### config.mk
export PLATFORM = sky130hd
export DESIGN_NAME = ex_mem_stage
export DESIGN_NICKNAME = d
export VERILOG_FILES = /design/src/rtl/ex_mem_stage.sv
export SDC_FILE = /design/constraint.sdc
export NUM_CORES = 1
export LEC_CHECK = 0
export CAP_MARGIN = 0
export CORE_MARGIN = 2
export CORE_UTILIZATION = 30
export DETAILED_ROUTE_END_ITERATION = 6
export PLACE_DENSITY = 0.62
export SKIP_CTS_REPAIR_TIMING = 1
export SYNTH_ARGS = -nofsm -noshare
export SYNTH_HDL_FRONTEND = slang
export SYNTH_SLANG_ARGS = --single-unit
### constraint.sdc
create_clock -name clock -period 4.9 [get_ports clock]
set_input_delay 0.98 -clock clock [delete_from_list [all_inputs] [get_ports clock]]
set_output_delay 0.98 -clock clock [all_outputs]
set_load 0.01 [all_outputs]
### src/rtl/ex_mem_stage.sv
// EX/MEM pipeline latch: captures execute-stage results, rewrites ALU
// overflows on add/addi/sub into a $rstatus write, resolves bne/blt into a
// registered redirect, and tracks a sticky exception flag plus a saturating
// exception counter for debug.
module ex_mem_stage #(
   parameter int unsigned CNT_W       = 8,
   parameter logic [4:0]  RSTATUS_REG = 5'd30
) (
   input  logic             clock,
   input  logic             reset,
   input  logic             stall,
   input  logic             flush,
   input  logic             clr_exc,
   input  logic             in_valid,
   input  logic [4:0]       in_opcode,
   input  logic [4:0]       in_aluop,
   input  logic [31:0]      in_pc,
   input  logic [31:0]      in_imm,
   input  logic [4:0]       in_rd,
   input  logic             in_wren,
   input  logic             in_mem_we,
   input  logic [31:0]      in_store_data,
   input  logic [31:0]      in_alu_result,
   input  logic             in_overflow,
   input  logic             in_isNotEqual,
   input  logic             in_isLessThan,
   output logic             out_valid,
   output logic [31:0]      out_result,
   output logic [4:0]       out_rd,
   output logic             out_wren,
   output logic             out_mem_we,
   output logic [31:0]      out_store_data,
   output logic             out_redirect,
   output logic [31:0]      out_target,
   output logic             exc_sticky,
   output logic [CNT_W-1:0] exc_count
);

   localparam logic [4:0] OP_RTYPE = 5'b00000;
   localparam logic [4:0] OP_BNE   = 5'b00010;
   localparam logic [4:0] OP_ADDI  = 5'b00101;
   localparam logic [4:0] OP_BLT   = 5'b00110;
   localparam logic [4:0] ALU_ADD  = 5'b00000;
   localparam logic [4:0] ALU_SUB  = 5'b00001;

   localparam logic [CNT_W-1:0] CNT_ZERO = {CNT_W{1'b0}};
   localparam logic [CNT_W-1:0] CNT_ONE  = {{(CNT_W-1){1'b0}}, 1'b1};
   localparam logic [CNT_W-1:0] CNT_MAX  = {CNT_W{1'b1}};

   // Status code for instructions that trap on overflow; 0 means "never traps".
   function automatic logic [1:0] exc_code_f(input logic [4:0] opcode, input logic [4:0] aluop);
      logic [1:0] code;
      code = 2'd0;
      case (opcode)
         OP_RTYPE: begin
            case (aluop)
               ALU_ADD: code = 2'd1;
               ALU_SUB: code = 2'd3;
               default: code = 2'd0;
            endcase
         end
         OP_ADDI: code = 2'd2;
         default: code = 2'd0;
      endcase
      return code;
   endfunction

   logic             valid_q, valid_d;
   logic [31:0]      result_q, result_d;
   logic [4:0]       rd_q, rd_d;
   logic             wren_q, wren_d;
   logic             mem_we_q, mem_we_d;
   logic [31:0]      store_data_q, store_data_d;
   logic             redirect_q, redirect_d;
   logic [31:0]      target_q, target_d;
   logic             exc_sticky_q, exc_sticky_d;
   logic [CNT_W-1:0] exc_count_q, exc_count_d;

   logic [1:0] code_s;
   logic       exc_s;
   logic       is_branch_s;
   logic       taken_s;
   logic       exc_load_s;

   // Decode exception and branch conditions from the incoming instruction.
   always_comb begin
      code_s      = exc_code_f(in_opcode, in_aluop);
      exc_s       = in_valid & in_overflow & (code_s != 2'd0);
      is_branch_s = (in_opcode == OP_BNE) | (in_opcode == OP_BLT);
      taken_s     = in_valid & (((in_opcode == OP_BNE) & in_isNotEqual) |
                                ((in_opcode == OP_BLT) & in_isLessThan));
      exc_load_s  = ~flush & ~stall & exc_s;
   end

   // Next latch contents: flush beats stall beats load; invalid input loads a bubble.
   always_comb begin
      valid_d      = valid_q;
      result_d     = result_q;
      rd_d         = rd_q;
      wren_d       = wren_q;
      mem_we_d     = mem_we_q;
      store_data_d = store_data_q;
      redirect_d   = redirect_q;
      target_d     = target_q;
      if (flush || (!stall && !in_valid)) begin
         valid_d      = 1'b0;
         result_d     = 32'd0;
         rd_d         = 5'd0;
         wren_d       = 1'b0;
         mem_we_d     = 1'b0;
         store_data_d = 32'd0;
         redirect_d   = 1'b0;
         target_d     = 32'd0;
      end else if (stall) begin
         valid_d      = valid_q;
         redirect_d   = redirect_q;
      end else begin
         valid_d      = 1'b1;
         result_d     = exc_s ? {30'd0, code_s} : in_alu_result;
         rd_d         = exc_s ? RSTATUS_REG : in_rd;
         wren_d       = exc_s ? 1'b1 : (is_branch_s ? 1'b0 : in_wren);
         mem_we_d     = is_branch_s ? 1'b0 : in_mem_we;
         store_data_d = in_store_data;
         redirect_d   = taken_s;
         target_d     = taken_s ? (in_pc + 32'd1 + in_imm) : 32'd0;
      end
   end

   // Sticky flag and saturating counter; a clear wins over a same-cycle exception.
   always_comb begin
      exc_sticky_d = exc_sticky_q;
      exc_count_d  = exc_count_q;
      if (clr_exc) begin
         exc_sticky_d = 1'b0;
         exc_count_d  = exc_load_s ? CNT_ONE : CNT_ZERO;
      end else if (exc_load_s) begin
         exc_sticky_d = 1'b1;
         exc_count_d  = (exc_count_q == CNT_MAX) ? exc_count_q : (exc_count_q + CNT_ONE);
      end else begin
         exc_sticky_d = exc_sticky_q;
      end
   end

   // State registers with asynchronous active-low reset.
   always_ff @(posedge clock or negedge reset) begin
      if (!reset) begin
         valid_q      <= 1'b0;
         result_q     <= 32'd0;
         rd_q         <= 5'd0;
         wren_q       <= 1'b0;
         mem_we_q     <= 1'b0;
         store_data_q <= 32'd0;
         redirect_q   <= 1'b0;
         target_q     <= 32'd0;
         exc_sticky_q <= 1'b0;
         exc_count_q  <= CNT_ZERO;
      end else begin
         valid_q      <= valid_d;
         result_q     <= result_d;
         rd_q         <= rd_d;
         wren_q       <= wren_d;
         mem_we_q     <= mem_we_d;
         store_data_q <= store_data_d;
         redirect_q   <= redirect_d;
         target_q     <= target_d;
         exc_sticky_q <= exc_sticky_d;
         exc_count_q  <= exc_count_d;
      end
   end

   assign out_valid      = valid_q;
   assign out_result     = result_q;
   assign out_rd         = rd_q;
   assign out_wren       = wren_q;
   assign out_mem_we     = mem_we_q;
   assign out_store_data = store_data_q;
   assign out_redirect   = redirect_q;
   assign out_target     = target_q;
   assign exc_sticky     = exc_sticky_q;
   assign exc_count      = exc_count_q;

endmodule

# --- Yosys cells after proc, flatten, opt, wreduce, memory -nomap -nowiden ---
# Index checks and enable logic that the tools add are counted.
op_classes:
  mul: 0
  muxes: 30
  n_eq_ne: 7
  n_reduce_logical: 9
  n_lt_le_gt_ge: 0
  n_bitwise: 11
  div_mod_pow: 0
  shifts: 0
  add_sub_neg: 3
ops:
  columns: ["operator", "count"]
  rows:
  - ["32-bit 2-to-1 mux", 8]
  - ["32-bit by 1-bit adder with 32-bit output (second input constant)", 1]
  - ["32-bit adder", 1]
  - ["8-bit 2-to-1 mux", 3]
  - ["5-bit 2-to-1 mux", 3]
  - ["1-bit 2-to-1 mux", 14]
  - ["5-bit by 3-bit == test with 1-bit output (second input constant)", 2]
  - ["5-bit logical NOT", 2]
  - ["8-bit by 1-bit adder with 8-bit output (second input constant)", 1]
  - ["8-bit == test (second input constant)", 1]
  - ["2-bit case mux with 2 select lines", 2]
  - ["1-bit AND", 7]
  - ["5-bit by 1-bit == test with 1-bit output (second input constant)", 1]
  - ["5-bit by 2-bit == test with 1-bit output (second input constant)", 1]
  - ["2-bit nonzero test", 2]
  - ["1-bit logical NOT", 2]
  - ["2-bit by 1-bit != test with 1-bit output (second input constant)", 1]
  - ["2-bit != test (second input constant)", 1]
  - ["1-bit inverter", 2]
  - ["1-bit OR", 2]
  - ["2-bit AND reduction", 1]
  - ["1-bit logical AND", 1]
  - ["1-bit logical OR", 1]
totals:
  register_bits: 114
  memories: 0
  ramBits: 0
  latchBits: 0
  rom_bits: 0
  out_inout_bits: 114

# --- Longest topological paths before layout ---
# Gate-level depths: netlist of run 1.
logic_depth:
  ltp_word: 8
  mapped_depth: 12
  mapped_depth_nobuf: 12

# --- Worst setup path after synthesis of run 1 ---
# No wires, ideal clock.
synth_path:
  kind: "input -> register"
  from: "in in_pc[0]"
  to: "reg target_q[22] (netlist: out_target[22])"
  path_stages: 12
  setup_slack_ps: 1707
  arrival_time_ps: 3073
  setup_ps: 121
  n_path_buf: 0
  t_required_ps: 4779
  cell_sequence: "inv_1 ha_1 inv_1 fa_1 a21oi_4 o22ai_1 or2_4 a221o_4 a21oi_4 nor2_1 xnor2_1 a22o_1"
synth_between:
  elab_chain_cells: 5
synth_rtl:
  columns: ["element", "line_no", "rtl"]
  rows:
  - ["start: declaration", "17", "input logic [31:0] in_pc,"]
  - ["32-bit by 1-bit adder with 32-bit output", "125", "target_d = taken_s ? (in_pc + 32'd1 + in_imm) : 32'd0;"]
  - ["32-bit adder", "125", null]
  - ["32-bit 2-to-1 mux", "125", null]
  - ["32-bit 2-to-1 mux", "114", "end else if (stall) begin"]
  - ["32-bit 2-to-1 mux", "105", "if (flush || (!stall && !in_valid)) begin"]
  - ["end signal: assignment", "165", "target_q <= target_d;"]
  - ["end: declaration", "75", "logic [31:0] target_q, target_d;"]
# No other way between the ends. The select of a mux whose other input is x is not followed.
# A chain may end at the register's enable or synchronous reset.

# --- Final worst setup path of run 1 ---
# Same ends and word-level chain as after synthesis.

==> results of run 1 <==
[cell families after synthesis]
logic type      count (synthesis)
fa+ha+maj                      34
buf+inv                        38
simple gates                  146
compound gates                197
flops                         114
mux                             4
xor+xnor                       35
[through the flow]
step / setup slack (ns) / cell area (um^2) / hold slack, ns / power [mW]
final: 1.56 / 9470 / 0.463 / 2.74
after detailed placement: 1.15 / 8870 / 0.455 / 1.51
after floorplan: 1.71 / 5910 / 0.507 / 1.25
after CTS: 1.59 / 9470 / 0.468 / 2.77
after global routing: 1.45 / 9470 / 0.501 / 2.86
after global placement: 1.17 / 8870 / 0.454 / 1.51
[report_power, final]
part | switching, mW | total [mW] | internal (mW)
Combinational | 0.240 | 0.512 | 0.272
Clock | 0.482 | 1.25 | 0.764
Sequential | 0.0127 | 0.978 | 0.965
Total | 0.735 | 2.74 | 2.00
[cell usage after synthesis (3+ instances only)]
library cell | count | area share (%)
o21ai_0 | 35 | 3.0
nand4_1 | 6 | 0.64
a22o_1 | 68 | 10
o21ai_1 | 9 | 0.76
a21o_1 | 12 | 1.5
nor3_1 | 3 | 0.25
mux2i_1 | 4 | 0.68
dfrtp_1 | 114 | 48
o21a_1 | 5 | 0.64
nor2_1 | 23 | 1.5
inv_1 | 9 | 0.57
nor2b_1 | 3 | 0.32
o21bai_1 | 4 | 0.51
buf_1 | 4 | 0.25
ha_1 | 33 | 7.0
nand3_1 | 15 | 1.3
xnor2_1 | 20 | 3.0
a31oi_1 | 3 | 0.32
clkbuf_1 | 21 | 1.3
and3_1 | 7 | 0.74
xor2_1 | 15 | 2.2
o211ai_1 | 4 | 0.51
a21oi_1 | 33 | 2.8
nand2_1 | 73 | 4.6
[sequential cells by signal (all words and copies together) (netlist names), 5 cells and up]
signal / flops
out_result: 32
exc_count: 8
out_rd: 5
out_target: 32
out_store_data: 32
[path summary, 6_finish.rpt]
path | startpoint | to | slack (ns) | cells after the start
setup reg to reg | exc_count[0] | exc_count[7] | 2.93 | 8
setup / recovery | in_pc[0] | out_target[22] | 1.56 | 13
hold / removal | out_rd[2] | out_rd[2] | 0.46 | 2
hold reg to reg | out_rd[2] | out_rd[2] | 0.46 | 2
max in group asynchronous | reset | out_rd[4] | 3.45 | 2
min in group asynchronous | reset | out_target[2] | 0.54 | 1
[layout make-up]
type	instances	share of cell area, %
clock buffers	17	4.49
clock inverters	15	1.84
inverters	10	0.396
multi-input cells	416	30.8
flip-flops and latches	114	30.1
well taps	265	3.50
repair buffers	274	28.9
[metal layers]
metal | vias up | share of wire [%] | GRT usage (%)
met4 | 0 | 2.2 | 6.64
met1 | 2543 | 43 | 22.7
met3 | 27 | 6.8 | 4.37
met2 | 203 | 48 | 29.2
met5 | - | 0 | 0
li1 | 2620 | - | -
[worst max-delay path, stage by stage]
cell and delay, ns:
clkdlybuf4s50_1 0.40, inv_1 0.08, ha_1 0.15, inv_1 0.05
fa_1 0.43, a21oi_4 0.16, o22ai_1 0.09, or2_4 0.25
a221o_4 0.50, a21oi_4 0.18, nor2_1 0.07, xnor2_1 0.12
a22o_1 0.19
==> summary.txt, run 1 <==
Min path
  – Hold Crit Class: reg2reg

STA
  – Final hold violation count: 0
  – Fmax: ~300 MHz
  – Fin crit share: 68.2%
  – Rel. slew slack: approximately two thirds
  – Skew final: 0.000426 ns
  – Unrepaired setup endpoints after global routing: false
  – Final setup viols: 0
  – Slew of the pin with the lowest slew margin: 0.522 ns
  – TNS Setup: 0 ns
  – Max Slew Vio Count: 0
  – Final min period: roughly 3.3 ns

Yosys
  – Cell area after synthesis: between 5000 and 6000 um^2
  – Synth cell types: 60
  – Synthesized net count: around 760
  – Register bit total from synthesis: 114
  – Post-Synth XOR/XNOR Area: under 10%
  – Synth Flop Type: dfrtp_1
  – Adder-cell area share of the yosys netlist: between 7 and 8%
  – Register area share after synthesis: roughly half
  – Mux contribution to synthesized area: less than 1%
  – Post-synthesis instance total: about 570
  – Simple-gate share of the synthesized area: a little under an eighth
  – Synth warn: 0
  – EDFF count, synth: 0
  – Synthesized area per cell: 10.4 um^2
  – Asr flop ratio synth: 100%
  – Main combinational cell family by area after synthesis: compound AO/OA/AOI/OAI gates
  – Compound-Gate Fraction of Synth Area: 24.5%

Placed design
  – Placed Instances: between 1000 and 1500
  – Final RePlAce weighted congestion: around 0.81
  – Detailed Place HPWL: between 10 and 15 mm
  – I/O Buffers: approximately 270

Clocking
  – Root Buffer: clkbuf_16
  – H-tree Lvls: 4
  – Max Buffers Root-to-Sink: 2
  – Clk_lat worst skew: ~0.41 ns
  – Number of CTS-inserted buffers: 17
  – CTS tree: built
  – Clock slew at reported path FFs: 0.06 ns
  – Sinks on Clock Net: 114

Layout
  – Layout cells sized above 1: 6.97%
  – Register area: 2850 um^2
  – Finished Core Util: 48.8%
  – Most common cell after layout, fill and taps aside: clkdlybuf4s50_1
  – Area of the multi-input gates: just under 3000 um^2
  – Most frequent cells in the layout: clkdlybuf4s50_1, dfrtp_1, nand2_1, a22o_1, o21ai_0
  – Fillers: ~1800
  – Synth-to-Final Area Change: 60.4%
  – Finished Layout Cells: 1111
  – Ant. Diodes: 0
  – Nets: ~1000

Route
  – Routed wire length: between 15 and 20 mm
  – Residual DRC: 0
  – Wire per inst: between 15 and 20 um
  – Routed via count: about 5400
  – DRT antenna net count: 0
  – Routed vias/inst: 4.85
  – Pre-antenna DRT Iters: 4
  – First DRT Iteration DRCs: 251

Power
  – PwrDens: about 290 nW/um^2
  – Leakage power: between 4 and 5 nW
  – Peak supply drop: between 150 and 200 uV

Critical path
  – Crit start category: input port
  – Crit Path Category: in2reg
  – CP max FO: 7
  – Required @ worst endpoint: between 5 and 6 ns
  – Crit end category: register
  – CP arrival: ~3.6 ns

Floorplanning
  – Chip width: approximately 140 um
  – Die Area: approximately 21000 um^2
  – Die H: around 140 um
  – Std cell rows: 51
  – Ports: between 200 and 300
  – Core area: 19400 um^2
  – Initial Utilization: slightly above 30%

Global routing
  – First-pass GRT wire length: approximately 28 mm
  – Gr usage total: ~18%
  – Grt ovf: 0
  – Largest net degree at the start of global routing: 93
  – Antenna violations before repair: 0
  – Number of global-route vias before repair: just over 5000

Status
  – Status: completed

Run
  – MaxCap Viol Count: 0
Note: power is estimated with default switching activity, not from simulation.
==> inputs of run 2 (changes only) <==
Clock period 4.9 ns to 3.1 ns, I/O delays scaled along.
==> run 2 against run 1 <==
Compared with the run above:
- register-to-register slack lost 1.7 ns
- sequential power grew 57%
- hold slack lost 0.19 ns
- global-route usage grew 0.21 points
- combinational power grew 67%
- cell area grew 2.3%
- critical path type unchanged
==> summary.txt, run 2 (same netlist as run 1, synthesis figures left out) <==
STA
  – Skew final: 0.00466 ns (+0.00424 ns)
  – Unrepaired setup endpoints after global routing: false
  – Fin crit share: a little over nine tenths
  – Slew of the pin with the lowest slew margin: 0.779 ns (+0.257 ns)
  – TNS Setup: 0 ns (unchanged)
  – Final hold violation count: 0 (unchanged)
  – Final min period: 2.93 ns
  – Max Slew Vio Count: 0 (unchanged)
  – Final setup viols: 0 (unchanged)
  – Fmax: about 340 MHz
  – Rel. slew slack: 48.0% (-17 points)
  – Worst setup slack after layout: 0.167 ns (-1.39 ns)

Layout
  – Register area: 2850 um^2 (unchanged)
  – Most common cell after layout, fill and taps aside: clkdlybuf4s50_1
  – Nets: 1052 (+3.0%)
  – Synth-to-Final Area Change: 64.1%
  – Layout cells sized above 1: 10.3% (+3.3 points)
  – Area of the multi-input gates: 2920 um^2 (unchanged)
  – Finished Core Util: 50.0% (+1.1 points)
  – Ant. Diodes: 0 (unchanged)
  – Most frequent cells in the layout: clkdlybuf4s50_1, dfrtp_1, nand2_1, a22o_1, buf_4
  – Layout Cell Area excl Fill: 9690 um^2 (+2.3%)
  – Fillers: 1868 (+2.3%)

Min path
  – Hold Crit Class: in2async

Floorplanning
  – Ports: 268 (unchanged)
  – Die H: 144 um (unchanged)
  – Die Area: 20800 um^2 (unchanged)
  – Core area: 19400 um^2 (unchanged)
  – Initial Utilization: 30.5% (unchanged)
  – Std cell rows: 51 (unchanged)
  – Chip width: 144 um (unchanged)

Critical path
  – CP max FO: 7 (unchanged)
  – Depth of the most critical reg-to-reg path: 8 (unchanged)
  – Crit start category: input port
  – CP arrival: 3.24 ns (-0.40 ns)
  – Crit end category: register
  – RR Endpoint: exc_count[7]
  – Required @ worst endpoint: 3.40 ns (-1.80 ns)
  – Reg-to-reg startpoint: exc_count[0]
  – Worst reg2reg setup slack: 1.27 ns (-1.66 ns)
  – Crit Path Category: in2reg

Clocking
  – Clock slew at reported path FFs: 0.06 ns (about the same)
  – H-tree Lvls: 4 (unchanged)
  – CTS tree: built
  – Number of CTS-inserted buffers: 17 (unchanged)
  – Max Buffers Root-to-Sink: 2 (unchanged)
  – Sinks on Clock Net: 114 (unchanged)
  – Root Buffer: clkbuf_16
  – Clk_lat worst skew: 0.41 ns (about the same)

Power
  – Leakage power: 4.26 nW (+3.5%)
  – Reg power frac: 36.0% (+0.2 points)
  – Clock share of power: 44.1% (-1.4 points)
  – PwrDens: 443 nW/um^2 (+53%)
  – Switch Pwr: 1.18 mW (+60%)
  – Logic pwr share: 19.9% (+1.2 points)
  – Sw Share: 27.4% (+0.57 points)
  – Peak supply drop: 232 uV (+32%)
  – P_int: 3.12 mW (+56%)
  – Tot Pwr: 4.29 mW (+57%)

Route
  – First DRT Iteration DRCs: 249 (-0.80%)
  – Residual DRC: 0 (unchanged)
  – Routed vias/inst: 4.86 (about the same)
  – DRT antenna net count: 0 (unchanged)
  – Wire per inst: 17.1 um (-0.88%)
  – Routed wire length: 19.5 mm (+1.9%)
  – Pre-antenna DRT Iters: 4 (unchanged)
  – Routed via count: 5547 (+2.9%)

Global routing
  – First-pass GRT wire length: 28.7 mm (+1.4%)
  – M3 GR Usage: 4.67% (+0.30 points)
  – GR peak layer: met2
  – Antenna violations before repair: 0 (unchanged)
  – Global-route track usage on met2: 30.1% (+0.90 points)
  – Grt ovf: 0 (unchanged)
  – Met1 GRT Util: 22.6% (-0.14 points)
  – Number of global-route vias before repair: 5235 (+1.7%)
  – Largest net degree at the start of global routing: 72 (-23%)
  – Gr usage total: 18.0% (+0.21 points)

Placed design
  – Final RePlAce weighted congestion: 0.792 (-2.3%)
  – I/O Buffers: 267 (unchanged)
  – Setup WS pre-CTS: -0.257 ns (-1.40 ns)
  – Post-placement cell area: 9120 um^2 (+2.8%)
  – Detailed Place HPWL: 14.9 mm (+2.4%)

Run
  – MaxCap Viol Count: 0 (unchanged)

Status
  – Status: completed
==> run 2: cell types whose count changed in the layout (fill, tap and decap cells not counted) <==
cell,previous run,this run
inv_6,5,7
clkinv_2,0,1
bufinv_16,2,1
inv_8,2,1
buf_12,1,2
buf_4,7,37
clkinv_4,2,1
==> run 2: worst max-delay path by stage <==
stage / start / endpoint / slack [ns]
after global placement: in_pc[0] / out_target[22] / -0.24
final: in_pc[0] / out_target[22] / 0.17
after floorplan: in_pc[0] / out_target[22] / 0.27
after detailed placement: in_pc[0] / out_target[22] / -0.26
after CTS: in_pc[0] / out_target[22] / 0.18
after global routing: in_pc[0] / out_target[22] / 0.03
==> run 2: final cells by class <==
class | instances | area share, %
timing repair buffer | 305 | 30.8
multi-input combinational | 416 | 30.1
sequential | 114 | 29.4
clock buffer | 17 | 4.39
tap | 265 | 3.42
clock inverter | 15 | 1.51
inverter | 10 | 0.387
==> run 2: through the flow <==
step / instances / hold slack, ns
CTS: 1142 / 0.303
floorplan: 568 / 0.324
finish: 1142 / 0.269
detailed placement: 1110 / 0.455
global route: 1142 / 0.331
global placement: 1110 / 0.449
==> run 2: power groups by stage <==
stage | logic [mW] | registers [mW] | clock network [mW]
detailed placement | 0.856 | 1.57 | 0
finish | 0.855 | 1.54 | 1.89
CTS | 0.861 | 1.55 | 1.95
global placement | 0.855 | 1.57 | 0
global route | 0.931 | 1.55 | 2.01
floorplan | 0.381 | 1.59 | 0
==> run 2: critical path, stage by stage <==
cell             delay (ns)
clkdlybuf4s50_1        0.40
inv_1                  0.07
ha_1                   0.14
inv_1                  0.05
fa_1                   0.42
a21oi_4                0.15
o22ai_1                0.09
or2_4                  0.24
a221o_4                0.50
a21oi_4                0.17
nor2_1                 0.07
xnor2_1                0.12
a22o_1                 0.19
==> run 2: routing by layer <==
layer	share of wire, %	vias up
met2	48	210
li1	-	2680
met4	2.1	0
met5	0	-
met3	6.9	24
met1	43	2633
==> inputs of run 3 (changes only) <==
Settings changed: CORE_UTILIZATION 30 to 40, PLACE_DENSITY 0.62 to 0.79.
==> run 3 against run 2 <==
Compared with the run above:
- hold slack got worse by 0.031 ns
- final cell count fell by 8.7%
- wire length fell by 2.6%
- combinational power fell by 2%
- flip-flop and latch count did not move
- sequential power barely moved
- critical endpoint is now out_target[20]
- sequential share of layout area rose by 0.61 points
- clock-buffer cell count rose by 5
- largest power group unchanged
- global-route usage rose by 6.2 points
- critical path type unchanged
==> summary.txt, run 3 (same netlist as run 1, synthesis figures left out) <==
Placed design
  – Final RePlAce weighted congestion: 0.906 (+14%)
  – Detailed Place HPWL: 14.1 mm (-5.5%)
  – Post-placement cell area: 8870 um^2 (-2.7%)
  – I/O Buffers: 267 (unchanged)
  – Placed Instances: 1011 (-8.9%)

Layout
  – Finished Layout Cells: 1043 (-8.7%)
  – Most frequent cells in the layout: clkdlybuf4s50_1, dfrtp_1, nand2_1, a22o_1, o21ai_0
  – Register area: 2850 um^2 (unchanged)
  – Ant. Diodes: 0 (unchanged)
  – Nets: 1035 (-1.6%)
  – Layout Cell Area excl Fill: 9490 um^2 (-2.0%)
  – Fillers: 1108 (-41%)
  – Synth-to-Final Area Change: 60.7%
  – Area of the multi-input gates: 2920 um^2 (about the same)
  – Most common cell after layout, fill and taps aside: clkdlybuf4s50_1
  – Layout cells sized above 1: 8.38% (-1.9 points)

Power
  – Leakage power: 4.21 nW (-1.4%)
  – Tot Pwr: 4.40 mW (+2.4%)
  – PwrDens: 463 nW/um^2 (+4.5%)
  – Peak supply drop: 366 uV (+58%)

Critical path
  – Worst path max stage delay: 0.46 ns (-0.04 ns)
  – CP max stage cell: a221o_4
  – Required @ worst endpoint: 3.39 ns (about the same)
  – Crit Path Category: in2reg
  – CP max FO: 7 (unchanged)
  – CP delay by family, top: compound AO/OA/AOI/OAI gates
  – Crit start category: input port
  – Most used cell, CP: inv_1
  – CP Cell Sequence: clkdlybuf4s50_1 -> inv_1 -> ha_1 -> inv_1 -> fa_2 -> a21oi_4 -> o22ai_1 -> or2_4 -> a221o_4 -> a31oi_4 -> buf_4 -> xor2_1 -> o21ai_0
  – Crit end category: register
  – Critical path buffers and inverters: 4 (+1)
  – CP arrival: 3.26 ns (+0.02 ns)
  – Worst reg2reg setup slack: 1.15 ns (-0.12 ns)

Global routing
  – Grt ovf: 0 (unchanged)
  – Number of global-route vias before repair: 5789 (+11%)
  – Largest net degree at the start of global routing: 73 (+1.4%)
  – Antenna violations before repair: 0 (unchanged)
  – First-pass GRT wire length: 30.3 mm (+5.6%)
  – Gr usage total: 24.2% (+6.2 points)

Floorplanning
  – Initial Utilization: 40.8% (+10 points)
  – Core area: 14500 um^2 (-25%)
  – Die H: 126 um (-13%)
  – Chip width: 126 um (-13%)
  – Std cell rows: 44 (-14%)
  – Die Area: 15800 um^2 (-24%)
  – Ports: 268 (unchanged)

Clocking
  – Clock slew at reported path FFs: 0.06 ns (about the same)
  – Clk_lat worst skew: 0.42 ns (about the same)
  – Root Buffer: clkbuf_16
  – Number of CTS-inserted buffers: 17 (unchanged)
  – CTS tree: built
  – Max Buffers Root-to-Sink: 2 (unchanged)
  – H-tree Lvls: 4 (unchanged)
  – Sinks on Clock Net: 114 (unchanged)

STA
  – Final min period: 2.97 ns (+0.0369 ns)
  – Fin crit share: 95.8% (+1.2 points)
  – Final hold violation count: 0 (unchanged)
  – Slew of the pin with the lowest slew margin: 0.781 ns (+0.00134 ns)
  – TNS Setup: 0 ns (unchanged)
  – Fmax: 337 MHz (-1.2%)
  – Final setup viols: 0 (unchanged)
  – Max Slew Vio Count: 0 (unchanged)
  – Unrepaired setup endpoints after global routing: false
  – Rel. slew slack: 47.9% (-0.089 points)
  – Skew final: 0.00241 ns (-0.00225 ns)

Route
  – Routed via count: 5727 (+3.2%)
  – Pre-antenna DRT Iters: 4 (unchanged)
  – Top Metal Used: met4
  – Routed wire length: 19.0 mm (-2.6%)
  – Routed vias/inst: 5.49 (+13%)
  – DRT antenna net count: 0 (unchanged)
  – Residual DRC: 0 (unchanged)
  – Wire per inst: 18.2 um (+6.7%)
  – First DRT Iteration DRCs: 315 (+27%)
  – Routed wl met2: 9.60 mm (+2.8%)
  – Met3 wire length: 1.22 mm (-8.7%)
  – WL met1: 7.69 mm (-8.8%)

Status
  – Status: completed

Run
  – MaxCap Viol Count: 0 (unchanged)

Min path
  – Hold Crit Class: in2async
## run 3: path summary, 6_finish.rpt
path                               from           endpoint  depth (start not counted)
min in group clock            out_rd[2]          out_rd[2]                          2
max in group asynchronous         reset  out_store_data[9]                          2
hold / removal                    reset  out_store_data[4]                          1
setup / recovery              in_imm[0]     out_target[20]                         13
setup reg to reg           exc_count[0]       exc_count[7]                          8
hold reg to reg               out_rd[2]          out_rd[2]                          2
## run 3: per-stage QoR
stage | hold WS [ns] | util, % | worst slack (ns)
global placement | 0.452 | 61.3 | -0.261
global route | 0.268 | 65.6 | 0.00805
detailed placement | 0.460 | 61.3 | -0.364
floorplan | 0.324 | - | 0.267
CTS | 0.247 | 65.5 | 0.0765
finish | 0.238 | 65.6 | 0.130
## run 3: routing by layer
| metal | global-route usage (%) | vias to the layer above |
|---|---|---|
| met5 | 0 | - |
| met4 | 10.1 | 0 |
| met3 | 5.82 | 39 |
| met2 | 41.1 | 260 |
| met1 | 29.4 | 2777 |
| li1 | - | 2651 |
## run 3: final cells by class
| cell class | instances | area share [%] |
|---|---|---|
| flip-flops and latches | 114 | 30.0 |
| repair buffers | 288 | 29.9 |
| multi-input cells | 416 | 30.8 |
| clock buffers | 22 | 5.10 |
| inverters | 10 | 0.395 |
| clock inverters | 9 | 1.36 |
| well taps | 184 | 2.42 |
## run 3: report_power, final
group          switching (mW)  internal (mW)
Clock                   0.676           1.34
Sequential             0.0211           1.53
Combinational           0.387          0.448
## run 3: worst reg2reg max path, stage by stage, from the launching register on
cell and delay [ns]:
dfrtp_1 0.42, ha_1 0.23, and3_1 0.20, nand3_1 0.10, and3_1 0.28, and4_1 0.29
nand3_1 0.11, xor2_1 0.14, nor2_1 0.05
